File: config.mk
export PLATFORM = sky130hd
export DESIGN_NAME = keypad_scan
export DESIGN_NICKNAME = d
export VERILOG_FILES = /design/src/rtl/keypad_pkg.sv /design/src/rtl/keypad_scan_tick.sv /design/src/rtl/keypad_scan.sv
export SDC_FILE = /design/constraint.sdc
export NUM_CORES = 1
export LEC_CHECK = 0
export ABC_AREA = 1
export CORE_MARGIN = 3
export CORE_UTILIZATION = 35
export CTS_BUF_LIST = sky130_fd_sc_hd__clkbuf_2
export DETAILED_ROUTE_END_ITERATION = 12
export DONT_BUFFER_PORTS = 1
export SLEW_MARGIN = 15
export SYNTH_ARGS = -nofsm -noshare
export SYNTH_HDL_FRONTEND = slang
export SYNTH_HIERARCHICAL = 1
export SYNTH_SLANG_ARGS = --single-unit
export TNS_END_PERCENT = 20
File: constraint.sdc
create_clock -name clk -period 4.75 [get_ports clk]
set_clock_uncertainty 0.05 [all_clocks]
set_input_delay 0.475 -clock clk [delete_from_list [all_inputs] [get_ports clk]]
set_output_delay 0.475 -clock clk [all_outputs]
set_load 0.1 [all_outputs]
File: src/rtl/keypad_pkg.sv
// Shared types and constants for the 4x4 keypad scanner.
package keypad_pkg;

  typedef enum logic [1:0] {
    SCAN     = 2'd0,
    DEBOUNCE = 2'd1,
    HELD     = 2'd2
  } state_e;

  localparam logic [3:0] KEY_CLEAR = 4'hC;

  // Indexed {row, col}; entry 0 is row 0 / column 0 (key '1').
  localparam logic [15:0][3:0] KEY_MAP = {
    4'hD, 4'hE, 4'hF, 4'h0,   // row 3: cols 3..0
    4'hC, 4'h9, 4'h8, 4'h7,   // row 2
    4'hB, 4'h6, 4'h5, 4'h4,   // row 1
    4'hA, 4'h3, 4'h2, 4'h1    // row 0
  };

  function automatic logic is_decimal(input logic [3:0] code);
    return code <= 4'd9;
  endfunction

endpackage

File: src/rtl/keypad_scan_tick.sv
// Scan-rate prescaler: one-cycle tick every SCAN_DIV clocks, restarted by clr.
module scan_tick #(
  parameter int unsigned SCAN_DIV = 100000
) (
  input  logic clk_i,
  input  logic clr_i,
  output logic tick_o
);

  localparam int unsigned CW = $clog2(SCAN_DIV);
  localparam logic [CW-1:0] LAST = CW'(SCAN_DIV - 1);

  logic [CW-1:0] cnt_q, cnt_d;

  // Wrap the divider at SCAN_DIV-1.
  always_comb begin
    cnt_d = cnt_q + 1'b1;
    if (cnt_q == LAST) cnt_d = '0;
  end

  // Divider register.
  always_ff @(posedge clk_i) begin
    if (clr_i) cnt_q <= '0;
    else       cnt_q <= cnt_d;
  end

  assign tick_o = (cnt_q == LAST);

endmodule

File: src/rtl/keypad_scan.sv
// 4x4 matrix keypad scanner with debounce, key pulse and 4-digit entry shift.
// Optional: define KEYPAD_CLEAR_EN so key C clears the entry digits.
module keypad_scan
  import keypad_pkg::*;
#(
  parameter int unsigned SCAN_DIV       = 100000,
  parameter int unsigned DEBOUNCE_TICKS = 8
) (
  input  logic       clk,
  input  logic       clr,
  input  logic [3:0] row,
  output logic [3:0] col,
  output logic [3:0] key_code,
  output logic       key_valid,
  output logic [3:0] d1,
  output logic [3:0] d2,
  output logic [3:0] d3,
  output logic [3:0] d4
);

  localparam int unsigned CW = $clog2(DEBOUNCE_TICKS + 1);
  localparam logic [CW-1:0] CNT_LAST = CW'(DEBOUNCE_TICKS - 1);

  logic          tick;
  logic [3:0]    sync1_q, sync2_q;
  state_e        state_q, state_d;
  logic [1:0]    col_q, col_d;
  logic [1:0]    row_q, row_d;
  logic [CW-1:0] cnt_q, cnt_d;
  logic [3:0]    code_q, code_d;
  logic          valid_q, valid_d;
  logic [3:0]    d1_q, d2_q, d3_q, d4_q;
  logic [3:0]    d1_d, d2_d, d3_d, d4_d;
  logic [3:0]    low;
  logic          one_low;
  logic [1:0]    low_idx;
  logic [3:0]    new_code;

  scan_tick #(.SCAN_DIV(SCAN_DIV)) u_tick (
    .clk_i (clk),
    .clr_i (clr),
    .tick_o(tick)
  );

  // Two-flop row synchronizer; idles at all-released.
  always_ff @(posedge clk) begin
    if (clr) begin
      sync1_q <= '1;
      sync2_q <= '1;
    end else begin
      sync1_q <= row;
      sync2_q <= sync1_q;
    end
  end

  // Classify the synchronized row pattern: single low row and its index.
  always_comb begin
    low     = ~sync2_q;
    one_low = 1'b0;
    low_idx = 2'd0;
    case (low)
      4'b0001: begin one_low = 1'b1; low_idx = 2'd0; end
      4'b0010: begin one_low = 1'b1; low_idx = 2'd1; end
      4'b0100: begin one_low = 1'b1; low_idx = 2'd2; end
      4'b1000: begin one_low = 1'b1; low_idx = 2'd3; end
      default: ;
    endcase
  end

  assign new_code = KEY_MAP[{row_q, col_q}];

  // Scan/debounce/held FSM with key acceptance and digit shifting.
  always_comb begin
    state_d = state_q;
    col_d   = col_q;
    row_d   = row_q;
    cnt_d   = cnt_q;
    code_d  = code_q;
    valid_d = 1'b0;
    d1_d    = d1_q;
    d2_d    = d2_q;
    d3_d    = d3_q;
    d4_d    = d4_q;
    if (tick) begin
      case (state_q)
        SCAN: begin
          if (one_low) begin
            row_d   = low_idx;
            cnt_d   = '0;
            state_d = DEBOUNCE;
          end else begin
            col_d = col_q + 1'b1;
          end
        end
        DEBOUNCE: begin
          if (low == (4'b0001 << row_q)) begin
            if (cnt_q == CNT_LAST) begin
              code_d  = new_code;
              valid_d = 1'b1;
              cnt_d   = '0;
              state_d = HELD;
              if (is_decimal(new_code)) begin
                d4_d = d3_q;
                d3_d = d2_q;
                d2_d = d1_q;
                d1_d = new_code;
              end
`ifdef KEYPAD_CLEAR_EN
              else if (new_code == KEY_CLEAR) begin
                d1_d = '0;
                d2_d = '0;
                d3_d = '0;
                d4_d = '0;
              end
`endif
            end else begin
              cnt_d = cnt_q + 1'b1;
            end
          end else begin
            col_d   = col_q + 1'b1;
            state_d = SCAN;
          end
        end
        HELD: begin
          if (low == '0) begin
            if (cnt_q == CNT_LAST) begin
              cnt_d   = '0;
              col_d   = col_q + 1'b1;
              state_d = SCAN;
            end else begin
              cnt_d = cnt_q + 1'b1;
            end
          end else begin
            cnt_d = '0;
          end
        end
        default: state_d = SCAN;
      endcase
    end
  end

  // State, counters, key and digit registers.
  always_ff @(posedge clk) begin
    if (clr) begin
      state_q <= SCAN;
      col_q   <= '0;
      row_q   <= '0;
      cnt_q   <= '0;
      code_q  <= '0;
      valid_q <= 1'b0;
      d1_q    <= '0;
      d2_q    <= '0;
      d3_q    <= '0;
      d4_q    <= '0;
    end else begin
      state_q <= state_d;
      col_q   <= col_d;
      row_q   <= row_d;
      cnt_q   <= cnt_d;
      code_q  <= code_d;
      valid_q <= valid_d;
      d1_q    <= d1_d;
      d2_q    <= d2_d;
      d3_q    <= d3_d;
      d4_q    <= d4_d;
    end
  end

  // Active-low one-hot column drive.
  always_comb begin
    col = 4'b1110;
    case (col_q)
      2'd0: col = 4'b1110;
      2'd1: col = 4'b1101;
      2'd2: col = 4'b1011;
      2'd3: col = 4'b0111;
      default: col = 4'b1110;
    endcase
  end

  assign key_code  = code_q;
  assign key_valid = valid_q;
  assign d1        = d1_q;
  assign d2        = d2_q;
  assign d3        = d3_q;
  assign d4        = d4_q;

endmodule
==> flow_metrics.tcl, run 1 <==
set metrics [dict create \
    tritoncts "done" \
    num_rows 32 \
    worst_slew_pin_slew_ns 1.020 \
    wire_per_inst_um 10.72 \
    syn2layout_area_growth_pct 4.684 \
    period_share 0.5284 \
    ys_ff_latch 56 \
    syn-cell-area_sq_um 2885 \
    final_core_util 0.3849 \
    grt_overflow 0 \
    fin_area_sq_um 3020 \
    synthCells 415 \
    clkSinkCount 56 \
    drt-initial-drc-count 117 \
    antenna_found_initial 0 \
    ctsLongestPathBuffers 2 \
    dp_hpwl_um 4103 \
    gr-usage-all-layers 0.1163 \
    holdWs_ns 0.05380 \
    routed_wl_um 5566 \
    setup_violations 0 \
    maxCapViolations 0 \
    ant_nets 0 \
    worst_hold_path_type "primary input to flop" \
    die_w_um 96.80 \
    timing_hold_violations_final 0 \
    synthesis.nets 433 \
    max-slew-margin-rel 0.3193 \
    required_ns 4.22 \
    final.min_clock_period_ns 2.510 \
    p_leak_nw 1.225 \
    root_buffer "clkbuf_2" \
    fin_cells 519 \
    nFillCells 841 \
    via_count 2394 \
    setup_ws_ns 2.240 \
    nNetsFinal 435 \
    ys_seq_area_frac 0.3886 \
    setup_tns_ns 0 \
    die_area_sq_um 9369 \
    final_common_cell "nand2_1" \
    gp_congestion 0.8324 \
    mostFrequentLayoutCells "nand2_1 (90), nor2_1 (85), dfxtp_1 (56)" \
    rsz0062_at_grt "false" \
    core_area_sq_um 7848 \
    status "finished clean" \
    initial_utilization 0.3677 \
    place_area_sq_um 2963 \
    slew_viol_final 0 \
    grt_pass1_wl_um 9356 \
    dp_cells 510 \
    grt_max_degree 27 \
    max_freq_mhz 398.5 \
    critPathLaunchType "flop" \
    crit_type "flop to primary output" \
    drc 0 \
    syn_area_per_cell_sq_um 6.952 \
    numCtsBuffers 5 \
    multiInputGateArea_sq_um 1489 \
    ys_warn_count 6 \
    grt_pass1_vias 2110 \
    yosysUniqueCellTypes 30 \
    drive_gt1_frac 0.07674 \
    peakVddDrop_mv 0.1159 \
    fin_total_pwr_uw 695.0 \
    first_pass_iters 4 \
    seq_area_sq_um 1121 \
    critPathMaxFanout 7 \
    clk_latency_ns 0.46 \
    htreeDepth 2 \
    crit_path_end_kind "primary output" \
    io_buffers 0 \
    diodes 0 \
    path_clk_slew_ns 0.27 \
    dpl_worst_slack_ns 2.410 \
    viasPerCell 4.613 \
    cts_resized 0 \
    dieHeight_um 96.80 \
    power.density_nw_per_um2 230.1 \
    arrival_ns 1.98 \
    io-pin-count 31 \
]
-- cells in the mapped netlist --
cell / n / area share
nand2_1: 90 / 0.12
nor2_1: 85 / 0.11
dfxtp_1: 56 / 0.39
inv_1: 55 / 0.072
nand3_1: 41 / 0.071
ha_1: 12 / 0.052
a21oi_1: 9 / 0.016
or2_2: 8 / 0.017
nand4_1: 7 / 0.015
o21ai_0: 7 / 0.012
xor2_1: 6 / 0.018
nand2_2: 4 / 0.0087
xnor2_1: 4 / 0.012
buf_6: 3 / 0.012
clkbuf_1: 3 / 0.0039
inv_2: 3 / 0.0039
nor3_1: 3 / 0.0052
clkinv_1: 2 / 0.0026
nand3_2: 2 / 0.0069
nand3b_1: 2 / 0.0052
nor2_2: 2 / 0.0043
o21ai_2: 2 / 0.0061
o21bai_1: 2 / 0.0052
and2_1: 1 / 0.0022
buf_2: 1 / 0.0017
nand3_4: 1 / 0.0061
nand4_4: 1 / 0.0074
nor2_4: 1 / 0.0039
nor2_8: 1 / 0.0069
o21bai_4: 1 / 0.0065
-- critical path, cell delays in order (launching register included) --
cell,delay [ns]
dfxtp_1,0.53
inv_1,0.13
ha_1,0.24
inv_1,0.62
-- where the power goes --
| part | switching [mW] | total (mW) | internal [mW] |
|---|---|---|---|
| clock | 0.149 | 0.182 | 0.0330 |
| combinational | 0.0206 | 0.0330 | 0.0124 |
| sequential | 0.00308 | 0.480 | 0.477 |
| total | 0.173 | 0.695 | 0.522 |
-- worst paths after layout --
| path | start | to | slack (ns) | cells after the start |
|---|---|---|---|---|
| max | col_q[0] | col[0] | 2.24 | 3 |
| min | row[1] | sync1_q[1] | 0.05 | 1 |
| max reg2reg | col_q[0] | d3[1] | 2.34 | 8 |
| min reg2reg | sync1_q[0] | sync2_q[0] | 0.39 | 1 |
-- cells by family after synthesis --
family          Yosys count  synth area share
fa+ha+maj                12           0.05204
buf+inv                  67           0.09540
compound gates           21           0.04553
xor+xnor                 10           0.03035
flops                    56            0.3886
simple gates            249            0.3881
-- state kept, by name (all words and copies together), names as in the netlist --
name          count
state_q           2
d4                4
sync1_q           4
key_valid         1
u_tick/cnt_q     17
key_code          4
sync2_q           4
col_q             2
row_q             2
d2                4
d3                4
cnt_q             4
d1                4
-- layout make-up --
cell class / instances / share of cell area
inverter: 60 / 0.07456
clock buffer: 5 / 0.008285
tap: 102 / 0.04225
clock inverter: 2 / 0.004142
multi-input combinational: 292 / 0.4930
timing repair buffer: 2 / 0.006628
sequential: 56 / 0.3712
-- metal layers --
layer / GRT usage / vias to the layer above / wire length (um)
met2: 0.1789 / 47 / 2319
met1: 0.1560 / 1063 / 2841
met5: 0 / - / 0
met3: 0.03821 / 5 / 358
met4: 0.03240 / 0 / 48
li1: - / 1279 / -
-- what timing repair did --
| action | CTS | global route |
|---|---|---|
| buffers inserted | 0 | 0 |
| endpoints found under the hold margin | 3 | 1 |
| hold buffers | 1 | 1 |
(Power assumes the default switching activity.)
==> run 2, diff against run 1 <==
==> constraint.sdc (replaced) <==
create_clock -name clk -period 2.5 [get_ports clk]
set_clock_uncertainty 0.05 [all_clocks]
set_input_delay 0.25 -clock clk [delete_from_list [all_inputs] [get_ports clk]]
set_output_delay 0.25 -clock clk [all_outputs]
set_load 0.1 [all_outputs]
==> run 2 against run 1 <==
Against the previous run:
- combinational power rose by 100%
- first-iteration DRC count decreased by 7.7%
- cell area rose by 7.6%
- clock-buffer cell count is the same
- via count is 4.3% higher
- die area stayed put
- critical path depth grew 8
- register-to-register slack got worse by 2.0 ns
- worst hold slack improved by 0.044 ns
- global-route usage grew 0.94 points
- non-clock buffer count is 29 higher
- setup slack worse by 1.9 ns
- largest cell class unchanged
==> flow_metrics.tcl, run 2 (synthesis results as in run 1) <==
set metrics [dict create \
    cts_setup_buffers 0 \
    initial_utilization 0.3677 \
    setup_tns_ns 0 \
    final.min_clock_period_ns 2.161 \
    cts_resized 0 \
    crit_path_end_kind "flop" \
    status "finished clean" \
    arrival_ns 2.53 \
    period_share 0.8643 \
    via_count 2498 \
    hold_start "clr" \
    io_buffers 0 \
    maxCapViolations 0 \
    final_common_cell "nand2_1" \
    ant_nets 0 \
    regMostFlops "u_tick/cnt_q" \
    mostFrequentLayoutCells "nand2_1 (90), nor2_1 (85), dfxtp_1 (56)" \
    wire_per_inst_um 10.49 \
    grt_pass1_vias 2283 \
    p_leak_nw 1.378 \
    peakVddDrop_mv 0.1989 \
    diodes 0 \
    critPathLaunchType "flop" \
    gp_congestion 0.8469 \
    clk_latency_ns 0.47 \
    tritoncts "done" \
    die_w_um 96.80 \
    max-slew-margin-rel 0.3487 \
    num_rows 32 \
    dp_hpwl_um 4164 \
    gr-usage-all-layers 0.1257 \
    io-pin-count 31 \
    drive_gt1_frac 0.1320 \
    viasPerCell 4.550 \
    dpl_worst_slack_ns 0.3219 \
    reg2reg_to "d3[0]" \
    slew_viol_final 0 \
    drt-initial-drc-count 108 \
    critPathMaxFanout 15 \
    timing_hold_violations_final 0 \
    hold_depth 4 \
    max_freq_mhz 462.8 \
    setup_ws_ns 0.3392 \
    drc 0 \
    htreeDepth 2 \
    grt_max_degree 27 \
    rrSetupSlack_ns 0.34 \
    largest_reg_flops 17 \
    core_area_sq_um 7848 \
    power.density_nw_per_um2 412.0 \
    rsz0062_at_grt "false" \
    grt_pass1_wl_um 10080 \
    required_ns 2.87 \
    antenna_found_initial 0 \
    routed_wl_um 5757 \
    ctsLongestPathBuffers 2 \
    syn2layout_area_growth_pct 12.66 \
    first_pass_iters 4 \
    holdPathEnd "d3[3]" \
    setup_violations 0 \
    numCtsBuffers 5 \
    grt_overflow 0 \
    crit_type "flop to flop" \
    rr_worst_depth 11 \
    root_buffer "clkbuf_2" \
    path_clk_slew_ns 0.30 \
    r2r_start "u_tick/cnt_q[0]" \
    dieHeight_um 96.80 \
    worst_hold_path_type "primary input to flop" \
    clkSinkCount 56 \
    nNetsFinal 464 \
    die_area_sq_um 9369 \
    worst_slew_pin_slew_ns 0.9756 \
]
[run 2: cell count changes in the layout (fill, tap and decap cells not counted), sizes merged]
cell	before	now
inv	58	59
buf	0	26
dlygate4sd3	2	5
[run 2: final cells by class]
type / instances / area [sq um]
sequential: 56 / 1121
multi-input combinational: 292 / 1489
timing repair buffer: 31 / 245.2
fill: 840 / 4597
tap: 102 / 127.6
clock buffer: 5 / 25.02
inverter: 60 / 225.2
clock inverter: 3 / 17.52
[run 2: worst max-delay path, stage by stage, from the launching register on]
cell and delay (ns):
dfxtp_1 0.41, ha_1 0.21, nand2_1 0.08, nor2_2 0.14
nand3_2 0.12, nor2_1 0.13, inv_1 0.07, nor2_1 0.22
nand4_4 0.17, nor2_4 0.36, nor2_1 0.08, nor2_1 0.11
[run 2: metal layers]
layer / track usage / up-vias / share of wire
met2: 0.2012 / 45 / 0.43
met4: 0.03456 / 0 / 0.011
met3: 0.03533 / 8 / 0.044
li1: - / 1341 / -
met5: 0 / - / 0
met1: 0.1661 / 1104 / 0.52
[run 2: report_power, final]
part | internal (mW) | total (mW) | switching [mW]
clock | 0.0685 | 0.359 | 0.291
combinational | 0.0271 | 0.0673 | 0.0402
sequential | 0.907 | 0.913 | 0.00590
total | 1.00 | 1.34 | 0.337
[run 2: how the worst max path moves through the flow]
stage / endpoint / cells after the start / slack (ns) / start
after CTS: d1[2] / 11 / 0.30 / u_tick/cnt_q[0]
after floorplan: d3[0] / 8 / 0.36 / col_q[0]
after detailed placement: d1[2] / 11 / 0.32 / u_tick/cnt_q[0]
after global placement: d1[1] / 12 / 0.39 / u_tick/cnt_q[0]
after global routing: d3[1] / 11 / 0.008 / u_tick/cnt_q[0]
final: d3[0] / 11 / 0.34 / u_tick/cnt_q[0]
[run 2: stage by stage]
step / std cells / total power, mW / hold slack, ns / utilization / area [sq um]
floorplan: 415 / 0.9796 / 0.2841 / - / 2885
global placement: 536 / 0.9871 / 0.2735 / 0.4024 / 3158
detailed placement: 536 / 0.9877 / 0.2756 / 0.4024 / 3158
CTS: 549 / 1.363 / 0.07547 / 0.4142 / 3251
global route: 549 / 1.414 / 0.04883 / 0.4142 / 3251
finish: 549 / 1.339 / 0.09763 / 0.4142 / 3251
[run 2: what timing repair did]
action                                  4_1_cts  5_1_grt
endpoints found under the setup margin        0        0
hold buffers                                  5        0
hold endpoints to repair                     21        0
==> run 3, diff against run 2 <==
--- a/config.mk
+++ b/config.mk
@@ -9,8 +9,10 @@
 export CORE_MARGIN = 3
 export CORE_UTILIZATION = 35
 export CTS_BUF_LIST = sky130_fd_sc_hd__clkbuf_2
+export CTS_CLUSTER_DIAMETER = 80
 export DETAILED_ROUTE_END_ITERATION = 12
 export DONT_BUFFER_PORTS = 1
+export PLACE_DENSITY = 0.57
 export SLEW_MARGIN = 15
 export SYNTH_ARGS = -nofsm -noshare
 export SYNTH_HDL_FRONTEND = slang
==> run 3 against run 2 <==
Against the previous run:
- via count is 0.24% higher
- non-clock buffer count is 1 lower
- setup slack worse by 0.026 ns
- critical endpoint is now d4[2]
- largest power group unchanged
==> flow_metrics.tcl, run 3 (synthesis results as in run 1) <==
set metrics [dict create \
    arrival_ns 2.55 \
    clkSinkCount 56 \
    rsz0062_at_grt "false" \
    worst_hold_path_type "primary input to flop" \
    slowest_delay_ns 0.55 \
    cp.depth 11 \
    gr-usage-all-layers 0.1284 \
    drt-initial-drc-count 137 \
    crit_type "flop to flop" \
    crit_path_frequent_cell "nor2_1" \
    setup_violations 0 \
    num_rows 32 \
    grt_pass1_wl_um 10160 \
    final_common_cell "nand2_1" \
    max_freq_mhz 457.3 \
    critPathLaunchType "flop" \
    wire_per_inst_um 10.51 \
    final.min_clock_period_ns 2.187 \
    diodes 0 \
    required_ns 2.87 \
    drc 0 \
    hold_start "clr" \
    max-slew-margin-rel 0.3363 \
    htreeDepth 2 \
    via_count 2504 \
    dieHeight_um 96.80 \
    grt_max_degree 27 \
    syn2layout_area_growth_pct 12.36 \
    rr_worst_depth 11 \
    place_area_sq_um 3151 \
    path_clk_slew_ns 0.30 \
    clk_latency_ns 0.46 \
    crit_path_end_kind "flop" \
    maxCapViolations 0 \
    r2r_start "col_q[0]" \
    worstPathCellList "inv_1 -> ha_1 -> inv_1 -> nand2_1 -> nand3_1 -> nand2_1 -> nor2_1 -> nor2_1 -> nor2_4 -> nor2_1 -> nor2_1" \
    p_int_mw 1.002 \
    crit_family "simple AND/OR/NAND/NOR gates" \
    cp_num_buf_inv 2 \
    root_buffer "clkbuf_2" \
    power_frac_seq 0.685 \
    status "finished clean" \
    tritoncts "done" \
    pwr-share-comb 0.050 \
    timing_hold_violations_final 0 \
    first_pass_iters 4 \
    gp_congestion 0.8168 \
    largest_reg_flops 17 \
    critPathMaxFanout 15 \
    routed_wl_um 5759 \
    setup_tns_ns 0 \
    initial_utilization 0.3677 \
    crit_path_start "col_q[0]" \
    crit_slowest_cell "dfxtp_1" \
    crit_end "d4[2]" \
    antenna_found_initial 0 \
    period_share 0.8747 \
    nNetsFinal 463 \
    core_area_sq_um 7848 \
    power.clock.fraction 0.265 \
    io-pin-count 31 \
    die_area_sq_um 9369 \
    grt_pass1_vias 2333 \
    reg2reg_to "d4[2]" \
    numCtsBuffers 5 \
    p_leak_nw 1.369 \
    peakVddDrop_mv 0.2768 \
    grt_overflow 0 \
    die_w_um 96.80 \
    swShare 0.2478 \
    ctsLongestPathBuffers 2 \
    fin_area_sq_um 3242 \
    switchingPower_uw 330.3 \
    regMostFlops "u_tick/cnt_q" \
    viasPerCell 4.569 \
    slew_viol_final 0 \
    io_buffers 0 \
    power.density_nw_per_um2 411.1 \
    worst_slew_pin_slew_ns 0.9942 \
    mostFrequentLayoutCells "nand2_1 (90), nor2_1 (85), dfxtp_1 (56)" \
    dp_hpwl_um 4210 \
    rrSetupSlack_ns 0.31 \
    drive_gt1_frac 0.1300 \
    ant_nets 0 \
]
-- run 3: routing by layer --
metal	GRT usage	up-vias	routed length [um]
met5	0	-	0
met4	0.04644	0	106
met3	0.03461	10	318
met2	0.2017	58	2441
met1	0.1692	1101	2894
li1	-	1335	-
-- run 3: layout make-up --
| cell class | instances | area (sq um) |
|---|---|---|
| Inverter | 60 | 225.2 |
| Sequential cell | 56 | 1121 |
| Clock inverter | 2 | 11.26 |
| Multi-Input combinational cell | 292 | 1489 |
| Timing Repair Buffer | 30 | 237.7 |
| Clock buffer | 6 | 30.03 |
| Fill cell | 847 | 4606 |
| Tap cell | 102 | 127.6 |
-- run 3: through the flow --
stage	power [mW]	utilization	cells	hold slack [ns]	setup slack (ns)
after floorplan	0.9796	-	415	0.2841	0.3635
after global placement	0.9872	0.4015	535	0.2731	0.3960
after detailed placement	0.9872	0.4015	535	0.2766	0.3499
after CTS	1.347	0.4131	548	0.2932	0.2918
after global routing	1.388	0.4131	548	0.3329	0.02813
final	1.333	0.4131	548	0.2946	0.3133
-- run 3: worst min-delay path by stage --
stage	to	slack, ns	depth (start not counted)
2_1_floorplan	key_valid	0.28	1
3_3_place_gp	cnt_q[1]	0.27	1
4_1_cts	d3[3]	0.29	3
6_report	col_q[0]	0.29	3
3_5_place_dp	cnt_q[2]	0.28	1
5_1_grt	sync1_q[0]	0.33	2
-- run 3: what timing repair did --
action / in CTS / in global routing
buffers inserted: 0 / 0
resized for setup: 0 / 0
hold endpoints to repair: 20 / 0
setup endpoints to repair: 0 / 0
hold buffers: 5 / 0
-- run 3: power by group through the flow --
stage / Combinational (mW) / Clock [mW] / Sequential [mW]
floorplan: 0.0525 / 0 / 0.927
global placement: 0.0588 / 0 / 0.928
detailed placement: 0.0588 / 0 / 0.928
CTS: 0.0677 / 0.367 / 0.913
global route: 0.0779 / 0.395 / 0.915
finish: 0.0667 / 0.353 / 0.913
-- run 3: tightest hold or removal path, delay by kind of cell --
| family | cells | cell delay [ns] |
|---|---|---|
| buffers and inverters | 1 | 0.38 |
| AND/OR/NAND/NOR | 2 | 0.17 |
